===== src/rtl/ins_fetch_pkg.sv =====
// Shared opcodes, FSM states and immediate helpers
// for the instruction fetch stage.
package ins_fetch_pkg;

  localparam logic [6:0] OP_BRANCH = 7'b1100011;
  localparam logic [6:0] OP_JAL    = 7'b1101111;
  localparam logic [6:0] OP_JALR   = 7'b1100111;

  localparam logic [1:0] BHT_INIT = 2'b01;

  typedef enum logic {
    S_FETCH,
    S_HOLD
  } state_e;

  function automatic logic [31:0] imm_b(input logic [31:0] i);
    return {{19{i[31]}}, i[31], i[7], i[30:25], i[11:8], 1'b0};
  endfunction

  function automatic logic [31:0] imm_j(input logic [31:0] i);
    return {{11{i[31]}}, i[31], i[19:12], i[20], i[30:21], 1'b0};
  endfunction

endpackage


===== src/rtl/ins_fetch_bht.sv =====
// Bimodal branch history table of 2-bit saturating
// counters; read is combinational, write is clocked.
module ins_fetch_bht
  import ins_fetch_pkg::*;
#(
  parameter int BHT_BITS = 6
) (
  input  logic        clk_in,
  input  logic        rst_in,
  input  logic        rdy_in,
  input  logic [31:0] rd_pc_i,
  output logic        rd_taken_o,
  input  logic        upd_i,
  input  logic [31:0] upd_pc_i,
  input  logic        upd_taken_i
);

  localparam int ENTRIES = 1 << BHT_BITS;

  logic [1:0] ctr_q [ENTRIES];
  logic [1:0] ctr_d;
  logic [1:0] cur;
  logic [BHT_BITS-1:0] rd_idx;
  logic [BHT_BITS-1:0] wr_idx;
  logic unused_pc;

  assign rd_idx = rd_pc_i[BHT_BITS+1:2];
  assign wr_idx = upd_pc_i[BHT_BITS+1:2];
  assign unused_pc = ^{rd_pc_i[31:BHT_BITS+2], rd_pc_i[1:0],
                       upd_pc_i[31:BHT_BITS+2], upd_pc_i[1:0]};

  assign rd_taken_o = ctr_q[rd_idx][1];

  always_comb begin
    cur   = ctr_q[wr_idx];
    ctr_d = cur;
    if (upd_taken_i && cur != 2'b11)
      ctr_d = cur + 2'b01;
    else if (!upd_taken_i && cur != 2'b00)
      ctr_d = cur - 2'b01;
  end

  always_ff @(posedge clk_in or posedge rst_in) begin
    if (rst_in) begin
      for (int k = 0; k < ENTRIES; k++)
        ctr_q[k] <= BHT_INIT;
    end else if (rdy_in && upd_i) begin
      ctr_q[wr_idx] <= ctr_d;
    end
  end

endmodule


===== src/rtl/ins_fetch.sv =====
// Instruction fetch stage: PC, fetch/hold FSM,
// bimodal + static JAL next-PC prediction.
module ins_fetch
  import ins_fetch_pkg::*;
#(
  parameter int          BHT_BITS = 6,
  parameter logic [31:0] RESET_PC = 32'h0
) (
  input  logic        clk_in,
  input  logic        rst_in,
  input  logic        rdy_in,
  output logic        ic_req,
  output logic [31:0] ic_addr,
  input  logic        ic_valid,
  input  logic [31:0] ic_data,
  input  logic        f_stall,
  output logic        is_ins,
  output logic [31:0] ins_addr,
  output logic [31:0] ins,
  output logic        pred_jmp,
  output logic [31:0] pred_another,
  input  logic        rob_clear,
  input  logic [31:0] rob_new_pc,
  input  logic        rob_br_upd,
  input  logic [31:0] rob_br_pc,
  input  logic        rob_br_taken
);

  state_e      state_q, state_d;
  logic [31:0] pc_q, pc_d;
  logic [31:0] next_q, next_d;
  logic        is_ins_q, is_ins_d;
  logic [31:0] ins_q, ins_d;
  logic [31:0] addr_q, addr_d;
  logic        pj_q, pj_d;
  logic [31:0] an_q, an_d;

  logic        bht_taken;
  logic [6:0]  opcode;
  logic [31:0] seq_pc;
  logic [31:0] br_tgt;
  logic [31:0] jal_tgt;
  logic        p_jmp;
  logic [31:0] p_next;
  logic [31:0] p_an;

  ins_fetch_bht #(
    .BHT_BITS(BHT_BITS)
  ) u_bht (
    .clk_in     (clk_in),
    .rst_in     (rst_in),
    .rdy_in     (rdy_in),
    .rd_pc_i    (pc_q),
    .rd_taken_o (bht_taken),
    .upd_i      (rob_br_upd),
    .upd_pc_i   (rob_br_pc),
    .upd_taken_i(rob_br_taken)
  );

  // JALR is left to the ROB: it falls through and is fixed by a clear
  always_comb begin
    opcode  = ic_data[6:0];
    seq_pc  = pc_q + 32'd4;
    br_tgt  = pc_q + imm_b(ic_data);
    jal_tgt = pc_q + imm_j(ic_data);
    p_jmp   = 1'b0;
    p_next  = seq_pc;
    p_an    = seq_pc;
    unique case (1'b1)
      (opcode == OP_BRANCH): begin
        if (bht_taken) begin
          p_jmp  = 1'b1;
          p_next = br_tgt;
        end else begin
          p_an   = br_tgt;
        end
      end
      (opcode == OP_JAL): begin
        p_jmp  = 1'b1;
        p_next = jal_tgt;
      end
      default: ;
    endcase
  end

  always_comb begin
    state_d  = state_q;
    pc_d     = pc_q;
    next_d   = next_q;
    is_ins_d = is_ins_q;
    ins_d    = ins_q;
    addr_d   = addr_q;
    pj_d     = pj_q;
    an_d     = an_q;
    if (rob_clear) begin
      pc_d     = rob_new_pc;
      is_ins_d = 1'b0;
      state_d  = S_FETCH;
    end else begin
      unique case (state_q)
        S_FETCH: begin
          if (ic_valid) begin
            ins_d    = ic_data;
            addr_d   = pc_q;
            pj_d     = p_jmp;
            an_d     = p_an;
            next_d   = p_next;
            is_ins_d = 1'b1;
            state_d  = S_HOLD;
          end
        end
        S_HOLD: begin
          if (!f_stall) begin
            is_ins_d = 1'b0;
            pc_d     = next_q;
            state_d  = S_FETCH;
          end
        end
        default: state_d = S_FETCH;
      endcase
    end
  end

  always_ff @(posedge clk_in or posedge rst_in) begin
    if (rst_in) begin
      state_q  <= S_FETCH;
      pc_q     <= RESET_PC;
      next_q   <= RESET_PC;
      is_ins_q <= 1'b0;
      ins_q    <= 32'h0;
      addr_q   <= 32'h0;
      pj_q     <= 1'b0;
      an_q     <= 32'h0;
    end else if (rdy_in) begin
      state_q  <= state_d;
      pc_q     <= pc_d;
      next_q   <= next_d;
      is_ins_q <= is_ins_d;
      ins_q    <= ins_d;
      addr_q   <= addr_d;
      pj_q     <= pj_d;
      an_q     <= an_d;
    end
  end

  assign ic_req       = (state_q == S_FETCH);
  assign ic_addr      = pc_q;
  assign is_ins       = is_ins_q;
  assign ins_addr     = addr_q;
  assign ins          = ins_q;
  assign pred_jmp     = pj_q;
  assign pred_another = an_q;

endmodule


===== config.mk =====
export PLATFORM = sky130hd
export DESIGN_NAME = ins_fetch
export DESIGN_NICKNAME = d
export VERILOG_FILES = /design/src/rtl/ins_fetch_pkg.sv /design/src/rtl/ins_fetch_bht.sv /design/src/rtl/ins_fetch.sv
export SDC_FILE = /design/constraint.sdc
export NUM_CORES = 1
export LEC_CHECK = 0
export ABC_AREA = 0
export CAP_MARGIN = 30
export CORE_MARGIN = 1.5
export CORE_UTILIZATION = 40
export CTS_CLUSTER_DIAMETER = 60
export CTS_CLUSTER_SIZE = 14
export DETAILED_ROUTE_END_ITERATION = 10
export GPL_TIMING_DRIVEN = 0
export PLACE_DENSITY = 0.72
export SLEW_MARGIN = 10
export SYNTH_ARGS = -nofsm -noshare
export SYNTH_HDL_FRONTEND = slang
export SYNTH_SLANG_ARGS = --single-unit

===== constraint.sdc =====
create_clock -name clk_in -period 15.7 [get_ports clk_in]
set_clock_uncertainty 0.15 [all_clocks]
set_input_delay 1.57 -clock clk_in [delete_from_list [all_inputs] [get_ports clk_in]]
set_output_delay 1.57 -clock clk_in [all_outputs]
set_load 0.03 [all_outputs]

==> results of run 1 <==
power by group:
part,internal [mW],total [mW],switching (mW)
sequential,0.910,1.07,0.159
combinational,0.473,1.21,0.736
clock,0.439,0.772,0.333
total,1.82,3.05,1.23
layer usage:
layer | up-vias | global-route usage | part of all wire
met1 | 8217 | 0.376 | 0.39
met2 | 799 | 0.518 | 0.48
met5 | - | 0 | 0.00015
met3 | 212 | 0.0555 | 0.074
met4 | 2 | 0.163 | 0.057
li1 | 7316 | - | -
cell usage after synthesis, types with 23 or more instances:
master,number,area [um^2]
sky130_fd_sc_hd__inv_1,31,116
sky130_fd_sc_hd__nand2_1,341,1280
sky130_fd_sc_hd__a31oi_1,26,163
sky130_fd_sc_hd__dfrtp_1,225,5630
sky130_fd_sc_hd__a21oi_1,80,400
sky130_fd_sc_hd__ha_1,46,576
sky130_fd_sc_hd__mux2i_1,61,611
sky130_fd_sc_hd__buf_2,23,115
sky130_fd_sc_hd__mux4_2,29,653
sky130_fd_sc_hd__nor2_1,151,567
sky130_fd_sc_hd__nand3_1,41,205
sky130_fd_sc_hd__a221oi_1,25,219
sky130_fd_sc_hd__o21ai_0,115,576
sky130_fd_sc_hd__xnor2_1,42,368
sky130_fd_sc_hd__mux2_2,141,1590
sky130_fd_sc_hd__dfstp_2,64,1680
sky130_fd_sc_hd__clkbuf_1,79,297
sky130_fd_sc_hd__nor3_1,32,160
final cells by class:
| cell class | count | share of cell area |
|---|---|---|
| multi-input combinational | 1442 | 0.450 |
| sequential | 289 | 0.336 |
| timing repair buffer | 216 | 0.101 |
| clock buffer | 40 | 0.0395 |
| tap | 592 | 0.0340 |
| buffer | 122 | 0.0250 |
| clock inverter | 14 | 0.00948 |
| inverter | 33 | 0.00603 |
| antenna | 1 | 0.000115 |
through the flow:
step,area [um^2],util,instances
floorplan,17800,-,1886
global placement,20600,0.467,2684
detailed placement,20700,0.470,2692
CTS,21800,0.494,2746
global route,21800,0.495,2748
finish,21800,0.495,2749
registers in the layout, summed over array words and instances (netlist names):
name and count:
ic_addr 32, ins 32, ins_addr 31, is_ins 1, next_q 32, pred_another 31
pred_jmp 1, state_q 1, u_bht.ctr_q 128
worst max-delay path, delay by kind of cell:
family                   cells  cell delay, ns
AO/OA/AOI/OAI                3            0.79
multiplexers                 1            0.26
adder cells (fa/ha/maj)      1            0.30
buffers and inverters        5            1.97
AND/OR/NAND/NOR              4            1.11
how the worst min path moves through the flow:
stage | startpoint | slack, ns | endpoint | cells past startpoint
after floorplan | next_q[1] | 0.29 | next_q[1] | 2
after global placement | ins[3] | 0.31 | ins[3] | 2
after detailed placement | ins_addr[2] | 0.31 | ins_addr[2] | 2
after CTS | ins_addr[2] | 0.33 | ins_addr[2] | 2
after global routing | ins_addr[2] | 0.34 | ins_addr[2] | 2
final | ins_addr[26] | 0.32 | ins_addr[26] | 2
logic make-up after synthesis:
logic type      count (synthesis)  share of synthesized area
flops                         289                      0.412
compound gates                412                      0.152
fa+ha+maj                      48                     0.0347
xor+xnor                       60                     0.0296
mux                           231                      0.161
buf+inv                       155                     0.0376
simple gates                  691                      0.174
==> results.cfg, run 1 <==
[floorplan]
num_io_pins = 235
die_w_um = 214
fp.dieArea_mm2 = 0.0457
rows = 77
starting_density_of_the_core = 0.403
floorplan.core_area_mm2 = 0.0440
floorplan.die.height_um = 214

[placed_design]
place.port_buffers = 206
dp_slack_ns = 9.55
gp_congestion = 1.00
place_hpwl_um = 53000

[yosys]
ys_warn_count = 0
synth_edf_count = 0
ys_seq_elements = 289
async_flop_share = 1.00
synth_area_per_cell_um2 = 9.42
syn-instance-count = 1886
count_of_different_cell_masters_after_synthesis = 87
synth_flop_cell = sky130_fd_sc_hd__dfrtp_1
synth.net_count = 2038
seq_area_frac_synth = 0.412
post_synth_instance_area_mm2 = 0.0178

[critical_path]
cp_slowest_cell = sky130_fd_sc_hd__nor3_2
critical-path-max-stage-delay_ns = 0.61
cp.arrival_ns = 6.01
timing.critical_path.mode_cell = sky130_fd_sc_hd__clkbuf_1
timing_worst_setup_path_type = in2reg
critical_path.endpoint = u_bht.ctr_q[7]
critical_path_required_ns = 16.10
worstSetupEndpointType = flip-flop
crit_path_start_kind = input port
critical_path.cell_chain = clkdlybuf4s50_1 > buf_2 > inv_1 > clkbuf_1 > a221oi_1 > nor2_1 > o21ai_0 > o221ai_1 > nor4_4 > ha_1 > nor3b_1 > nor3_2 > clkbuf_1 > mux2_2
regToRegEndpoint = pred_another[15]
critical_path_launch_point = rob_br_pc[2]
rr_worst_depth = 10
r2r_setup_slack_ns = 11.28
worstReg2RegStart = ic_addr[2]
timing.critical_path.fanout_max = 10

[worst_hold_path]
timing.hold.worst.class = reg2reg

[power_and_ir_drop]
power.ir.vdd_worst_mv = 0.104
report.power.total_mw = 3.05
pwr_density_cell_mw_per_mm2 = 140
leakage_nw = 9.31

[global_routing]
grt_antenna_before_repair = 1
globalRouteTotalUtil = 0.308
via_count_of_the_first_global_routing_pass = 16300
grt_max_degree = 107
grt_remaining_overflow = 0
wire_length_of_the_first_global_routing_pass_um = 104000

[final_layout]
post_route_cells_drive_above_1_share = 0.161
most-common-layout-cells = 341 x sky130_fd_sc_hd__nand2_1, 225 x sky130_fd_sc_hd__dfrtp_1, 206 x sky130_fd_sc_hd__clkdlybuf4s50_1, 151 x sky130_fd_sc_hd__nor2_1, 141 x sky130_fd_sc_hd__mux2_2
regArea_mm2 = 0.00731
finish.net_count = 2286
synthToLayoutAreaGrowth_pct = 22.6
fillerInstances = 4111
multiInputGateArea_mm2 = 0.00979
most_common_cell_after_layout_fill_and_taps_aside = sky130_fd_sc_hd__nand2_1

[detailed_routing]
ant_nets = 0
drt_first_iter_violations = 1740
postRouteWirelength_um = 71200
wire_per_inst_um = 25.9
route.detailed.vias_per_inst = 6.02
detailedRoute.firstPassIterationCount = 5
detailroute.via_count = 16500
drcViolationCount = 0

[cts]
cts_hold_buf = 0
max_root_sink_buffers = 3
cts-htree-levels = 1
cts_made_buffers = 30
clock_tree_from_tritoncts = built
post_cts_buffers = 0
clock-sinks = 289
clockRootBuffer = sky130_fd_sc_hd__clkbuf_16
clock_pin_slew_worst_setup_and_hold_paths_ns = 0.06
ctsResizeCount = 0
clk-insertion-delay-late_ns = 0.61

[sta]
fin_setup_tns_ns = 0
finalWorstSetupSlack_ns = 10.08
timing.hold.ws_ns = 0.324
transition_at_the_pin_with_the_smallest_max_transition_slack_ns = 1.08
report.final.setup_viol = 0
timing.final.crit_share = 0.358
timing.slew.headroom = 0.281
max_freq_mhz = 178
timing.final.crit_period_ns = 5.62
timing_hold_violations_final = 0
final_report_max_slew_violation_count = 0
rsz0062_at_grt = no

[status]
outcome = finished clean

[flow_run]
max_cap_violations = 0
Power figures use the tool's default switching activity.
==> inputs of run 2 (changes only) <==
==> constraint.sdc (replaced) <==
create_clock -name clk_in -period 5.3 [get_ports clk_in]
set_clock_uncertainty 0.15 [all_clocks]
set_input_delay 0.53 -clock clk_in [delete_from_list [all_inputs] [get_ports clk_in]]
set_output_delay 0.53 -clock clk_in [all_outputs]
set_load 0.03 [all_outputs]
==> results.cfg, run 2 (synthesized netlist as in run 1, its figures left out) <==
[critical_path]
timing_worst_setup_path_type = in2reg
critical_path_required_ns = 5.69
timing.critical_path.fanout_max = 10
crit_path_start_kind = input port
worstSetupEndpointType = flip-flop
cp.arrival_ns = 5.12

[global_routing]
grt_remaining_overflow = 0
via_count_of_the_first_global_routing_pass = 16300
grt_max_degree = 39
grt_antenna_before_repair = 1
wire_length_of_the_first_global_routing_pass_um = 105000
globalRouteTotalUtil = 0.312

[final_layout]
fillerInstances = 4164
post_route_cells_drive_above_1_share = 0.161
max_flop_register = u_bht.ctr_q
largest_reg_flops = 128
num_antenna_cells = 0
final_design_area_no_fill_mm2 = 0.0218
most_common_cell_after_layout_fill_and_taps_aside = sky130_fd_sc_hd__nand2_1
synthToLayoutAreaGrowth_pct = 22.5
most-common-layout-cells = 341 x sky130_fd_sc_hd__nand2_1, 225 x sky130_fd_sc_hd__dfrtp_1, 206 x sky130_fd_sc_hd__clkdlybuf4s50_1, 151 x sky130_fd_sc_hd__nor2_1, 141 x sky130_fd_sc_hd__mux2_2
finish.net_count = 2291
layout.cells.non_filler = 2752

[cts]
max_root_sink_buffers = 3
clock_tree_from_tritoncts = built
clockRootBuffer = sky130_fd_sc_hd__clkbuf_16
ctsResizeCount = 0
clock_pin_slew_worst_setup_and_hold_paths_ns = 0.07
clock-sinks = 289
cts-htree-levels = 1
clk-insertion-delay-late_ns = 0.60
cts_made_buffers = 30
post_cts_buffers = 0
cts_hold_buf = 0

[detailed_routing]
wire_per_inst_um = 25.9
detailedRoute.firstPassIterationCount = 6
drt_first_iter_violations = 1850
postRouteWirelength_um = 71400
route.detailed.vias_per_inst = 6.04
detailroute.via_count = 16600
drcViolationCount = 0
ant_nets = 0

[floorplan]
die_w_um = 214
rows = 77
floorplan.die.height_um = 214
starting_density_of_the_core = 0.403
fp.dieArea_mm2 = 0.0457
floorplan.core_area_mm2 = 0.0440
num_io_pins = 235

[status]
outcome = finished clean

[placed_design]
place.port_buffers = 206
place_hpwl_um = 53900
dp.cells = 2699
gp_congestion = 0.999
placed_area_mm2 = 0.0208

[sta]
report.final.setup_viol = 0
max_freq_mhz = 211
timing.slew.headroom = 0.237
rsz0062_at_grt = no
timing_hold_violations_final = 0
timing.final.crit_period_ns = 4.73
timing.final.crit_share = 0.893
final_report_max_slew_violation_count = 0
transition_at_the_pin_with_the_smallest_max_transition_slack_ns = 1.14

[power_and_ir_drop]
power.ir.vdd_worst_mv = 0.248
leakage_nw = 9.28
pwr_density_cell_mw_per_mm2 = 407

[worst_hold_path]
timing.hold.worst.class = in2async

[flow_run]
max_cap_violations = 0
[run 2: cell count changes in the layout (fill, tap and decap cells not counted), moves of 3 or more]
| cell | before | now |
|---|---|---|
| sky130_fd_sc_hd__clkbuf_1 | 83 | 86 |
| sky130_fd_sc_hd__bufinv_16 | 3 | 0 |
| sky130_fd_sc_hd__buf_12 | 0 | 8 |
| sky130_fd_sc_hd__clkinvlp_4 | 1 | 4 |
[run 2: final timing paths]
| path | startpoint | depth (start not counted) | slack, ns | endpoint |
|---|---|---|---|---|
| max | rob_br_pc[2] | 14 | 0.57 | u_bht.ctr_q[15] |
| min | rst_in | 2 | 0.21 | state_q |
| max reg2reg | ic_addr[2] | 10 | 0.79 | pred_another[15] |
| min reg2reg | ins[2] | 2 | 0.32 | ins[2] |
| max in group asynchronous | rst_in | 4 | 3.90 | u_bht.ctr_q[82] |
| min in group clk_in | ins[2] | 2 | 0.32 | ins[2] |
[run 2: worst max-delay path, cell delays in order]
cell                              delay (ns)
sky130_fd_sc_hd__clkdlybuf4s50_1        0.52
sky130_fd_sc_hd__buf_2                  0.31
sky130_fd_sc_hd__inv_1                  0.22
sky130_fd_sc_hd__clkbuf_1               0.38
sky130_fd_sc_hd__nand3_1                0.17
sky130_fd_sc_hd__o211ai_1               0.17
sky130_fd_sc_hd__a2111oi_0              0.49
sky130_fd_sc_hd__o2111ai_1              0.32
sky130_fd_sc_hd__inv_1                  0.12
sky130_fd_sc_hd__ha_1                   0.24
sky130_fd_sc_hd__nor3b_1                0.16
sky130_fd_sc_hd__nor3_2                 0.65
sky130_fd_sc_hd__clkbuf_1               0.54
sky130_fd_sc_hd__mux2_2                 0.28
[run 2: stage by stage]
stage	hold WS [ns]	setup WS, ns	utilization	TNS [ns]	total power, mW
floorplan	0.293	0.839	-	0	5.27
global placement	0.308	-1.37	0.467	-301.45	6.66
detailed placement	0.311	0.0711	0.473	0	6.73
CTS	0.199	0.628	0.494	0	8.83
global route	0.242	0.453	0.494	0	9.25
finish	0.206	0.566	0.494	0	8.85
[run 2: final cells by class]
type	instances	area (um^2)	area share
multi-input cells	1442	9790	0.450
well taps	592	741	0.0340
clock buffers	40	818	0.0376
plain buffers	122	544	0.0250
repair buffers	221	2290	0.105
clock inverters	13	128	0.00587
inverters	33	128	0.00587
flip-flops and latches	289	7310	0.336
[run 2: where the power goes]
group	switching, mW	internal, mW	total [mW]
Combinational	2.17	1.41	3.58
Clock	0.988	1.10	2.09
Sequential	0.478	2.70	3.17
Total	3.64	5.21	8.85
[run 2: metal layers]
metal	up-vias	wire, um	GRT usage
met4	2	4550	0.177
met1	8273	28400	0.393
met5	-	15	0
li1	7321	-	-
met3	228	4640	0.0422
met2	792	33800	0.517
==> inputs of run 3 (changes only) <==
--- a/config.mk
+++ b/config.mk
@@ -5,7 +5,7 @@
 export SDC_FILE = /design/constraint.sdc
 export NUM_CORES = 1
 export LEC_CHECK = 0
-export ABC_AREA = 0
+export ABC_AREA = 1
 export CAP_MARGIN = 30
 export CORE_MARGIN = 1.5
 export CORE_UTILIZATION = 40
@@ -13,7 +13,8 @@
 export CTS_CLUSTER_SIZE = 14
 export DETAILED_ROUTE_END_ITERATION = 10
 export GPL_TIMING_DRIVEN = 0
-export PLACE_DENSITY = 0.72
+export PLACE_DENSITY = 0.71
+export RECOVER_POWER = 25
 export SLEW_MARGIN = 10
 export SYNTH_ARGS = -nofsm -noshare
 export SYNTH_HDL_FRONTEND = slang
==> results.cfg, run 3 <==
[yosys]
post_synth_instance_area_mm2 = 0.0196
synth_edf_count = 0
seq_area_frac_synth = 0.372
ys_warn_count = 0
syn-instance-count = 2858
yosysTopAreaCellShare = 0.287
synth_flop_cell = sky130_fd_sc_hd__dfrtp_1
yosysMostFrequentCell = sky130_fd_sc_hd__nand2_1
async_flop_share = 1.00
synth.net_count = 3010
synth_top_cells_by_count = 1006 x sky130_fd_sc_hd__nand2_1, 305 x sky130_fd_sc_hd__inv_1, 248 x sky130_fd_sc_hd__nor2_1, 247 x sky130_fd_sc_hd__nand3_1, 225 x sky130_fd_sc_hd__dfrtp_1
synth_area_per_cell_um2 = 6.87
synth_area_leaders = sky130_fd_sc_hd__dfrtp_1 29%, sky130_fd_sc_hd__nand2_1 19%, sky130_fd_sc_hd__dfstp_2 8.6%, sky130_fd_sc_hd__nand3_1 6.3%, sky130_fd_sc_hd__inv_1 5.8%
count_of_different_cell_masters_after_synthesis = 53
ys_seq_elements = 289
synth_top_area_cell = sky130_fd_sc_hd__dfrtp_1

[floorplan]
floorplan.die.height_um = 225
rows = 81
fp.dieArea_mm2 = 0.0505
starting_density_of_the_core = 0.403
die_w_um = 225
floorplan.core_area_mm2 = 0.0487
num_io_pins = 235

[worst_hold_path]
hold-path-cell-count = 5
hold_end = u_bht.ctr_q[26]
worst_hold_startpoint = rob_br_pc[3]
timing.hold.worst.class = in2reg

[sta]
rsz0062_at_grt = no
final_report_max_slew_violation_count = 34
timing.final.crit_share = 0.747
fin_setup_tns_ns = 0
transition_at_the_pin_with_the_smallest_max_transition_slack_ns = 2.04
max_freq_mhz = 253
timing_hold_violations_final = 0
timing.slew.headroom = -0.359
timing.final.crit_period_ns = 3.96
report.final.setup_viol = 0

[cts]
cts_made_buffers = 30
max_root_sink_buffers = 3
clk-insertion-delay-late_ns = 0.62
clock_tree_from_tritoncts = built
clock-sinks = 289
cts-htree-levels = 1
cts_hold_buf = 0
ctsResizeCount = 0
clockRootBuffer = sky130_fd_sc_hd__clkbuf_16
post_cts_buffers = 0
clock_pin_slew_worst_setup_and_hold_paths_ns = 0.07

[critical_path]
cp_slowest_cell = sky130_fd_sc_hd__clkdlybuf4s50_1
critical_path_required_ns = 5.64
r2r_setup_slack_ns = 1.49
timing.critical_path.mode_cell = sky130_fd_sc_hd__nand2_1
cp.arrival_ns = 4.30
critical-path-max-stage-delay_ns = 0.49
timing_worst_setup_path_type = in2reg
rr_worst_depth = 12
regToRegEndpoint = pred_another[25]
worstReg2RegStart = ic_addr[2]
critical_path.cell_chain = clkdlybuf4s50_1 > buf_4 > nand3_4 > inv_2 > nand2_1 > nand2_1 > nor2_1 > nand4_1 > nand2_1 > nand2_1 > nor2_2 > nand2_2 > ha_1 > nor2_1 > nand2_1 > clkbuf_1 > nand3_1 > nand2_1
crit_path_start_kind = input port
timing.critical_path.fanout_max = 10
worstSetupEndpointType = flip-flop

[placed_design]
placed_area_mm2 = 0.0227
place_hpwl_um = 60900
gp_congestion = 1.02
place.port_buffers = 205

[final_layout]
final_design_area_no_fill_mm2 = 0.0236
synthToLayoutAreaGrowth_pct = 20.2
num_antenna_cells = 0
most-common-layout-cells = 1006 x sky130_fd_sc_hd__nand2_1, 304 x sky130_fd_sc_hd__inv_1, 248 x sky130_fd_sc_hd__nor2_1, 247 x sky130_fd_sc_hd__nand3_1, 225 x sky130_fd_sc_hd__dfrtp_1
post_route_cells_drive_above_1_share = 0.0967
fillerInstances = 4910
max_flop_register = u_bht.ctr_q
most_common_cell_after_layout_fill_and_taps_aside = sky130_fd_sc_hd__nand2_1
finish.net_count = 3257
largest_reg_flops = 128

[power_and_ir_drop]
pwr_density_cell_mw_per_mm2 = 426
leakage_nw = 11.0
power.ir.vdd_worst_mv = 0.259
report.power.total_mw = 10.1

[detailed_routing]
ant_nets = 0
drcViolationCount = 0
detailedRoute.firstPassIterationCount = 6
wire_per_inst_um = 20.8
detailroute.via_count = 20600
postRouteWirelength_um = 78700
drt_first_iter_violations = 2348
route.detailed.vias_per_inst = 5.45

[global_routing]
grt_max_degree = 38
globalRouteTotalUtil = 0.309
grt_remaining_overflow = 0
wire_length_of_the_first_global_routing_pass_um = 118000
via_count_of_the_first_global_routing_pass = 19400
grt_antenna_before_repair = 0

[status]
failed_checks = max-capacitance violations, max-slew violations
outcome = finished, violations left

[flow_run]
max_cap_violations = 1
run 3: metrics by stage:
stage / hold slack (ns) / worst slack (ns) / util / instances
2_1_floorplan: 0.297 / 0.839 / - / 2858
3_3_place_gp: 0.304 / -1.44 / 0.462 / 3727
3_5_place_dp: 0.307 / 0.901 / 0.466 / 3736
4_1_cts: 0.212 / 1.50 / 0.486 / 3787
5_1_grt: 0.280 / 0.845 / 0.484 / 3788
6_report: 0.287 / 1.34 / 0.484 / 3788
run 3: cell families (layout without fill, tap and decap cells):
| logic type | Yosys count | in the layout | synth area share |
|---|---|---|---|
| AOI/OAI and AO/OA | 336 | 336 | 0.0967 |
| xor gates and xnor gates | 42 | 42 | 0.0187 |
| adders and majority gates | 48 | 48 | 0.0313 |
| buffers and inverters | 429 | 695 | 0.0943 |
| DFF | 289 | 289 | 0.372 |
| and+or+nand+nor | 1714 | 1714 | 0.387 |
run 3: power by group:
part	switching (mW)	total, mW	internal [mW]
sequential	0.539	3.27	2.73
combinational	3.08	4.63	1.55
clock	0.994	2.16	1.17
run 3: layout make-up:
type,count,area [um^2],area share
plain buffers,109,641,0.0271
clock buffers,36,783,0.0332
clock inverters,15,183,0.00774
inverters,320,1210,0.0514
multi-input cells,2140,10500,0.444
flip-flops and latches,289,7310,0.310
well taps,664,831,0.0352
repair buffers,215,2170,0.0917
run 3: routing by layer:
| metal | wire length (um) | track usage | vias up |
|---|---|---|---|
| li1 | - | - | 9675 |
| met1 | 34200 | 0.445 | 9679 |
| met2 | 32400 | 0.447 | 1104 |
| met3 | 9180 | 0.0726 | 183 |
| met4 | 2960 | 0.119 | 0 |
| met5 | 0 | 0 | - |
run 3: worst max-delay path by stage:
stage	start	endpoint	slack [ns]	cells after the start
global route	rst_in	u_bht.ctr_q[99]	0.85	4
floorplan	rst_in	ic_addr[0]	0.84	1
CTS	rob_br_pc[2]	u_bht.ctr_q[63]	1.50	18
global placement	rst_in	ins_addr[24]	-1.44	2
detailed placement	rob_br_pc[2]	u_bht.ctr_q[43]	0.90	18
finish	rob_br_pc[2]	u_bht.ctr_q[63]	1.34	18
run 3: critical path, delay by kind of cell:
| kind | cells | cell delay (ns) |
|---|---|---|
| AND/OR/NAND/NOR | 13 | 2.22 |
| buffers and inverters | 4 | 1.32 |
| adder cells (fa/ha/maj) | 1 | 0.21 |
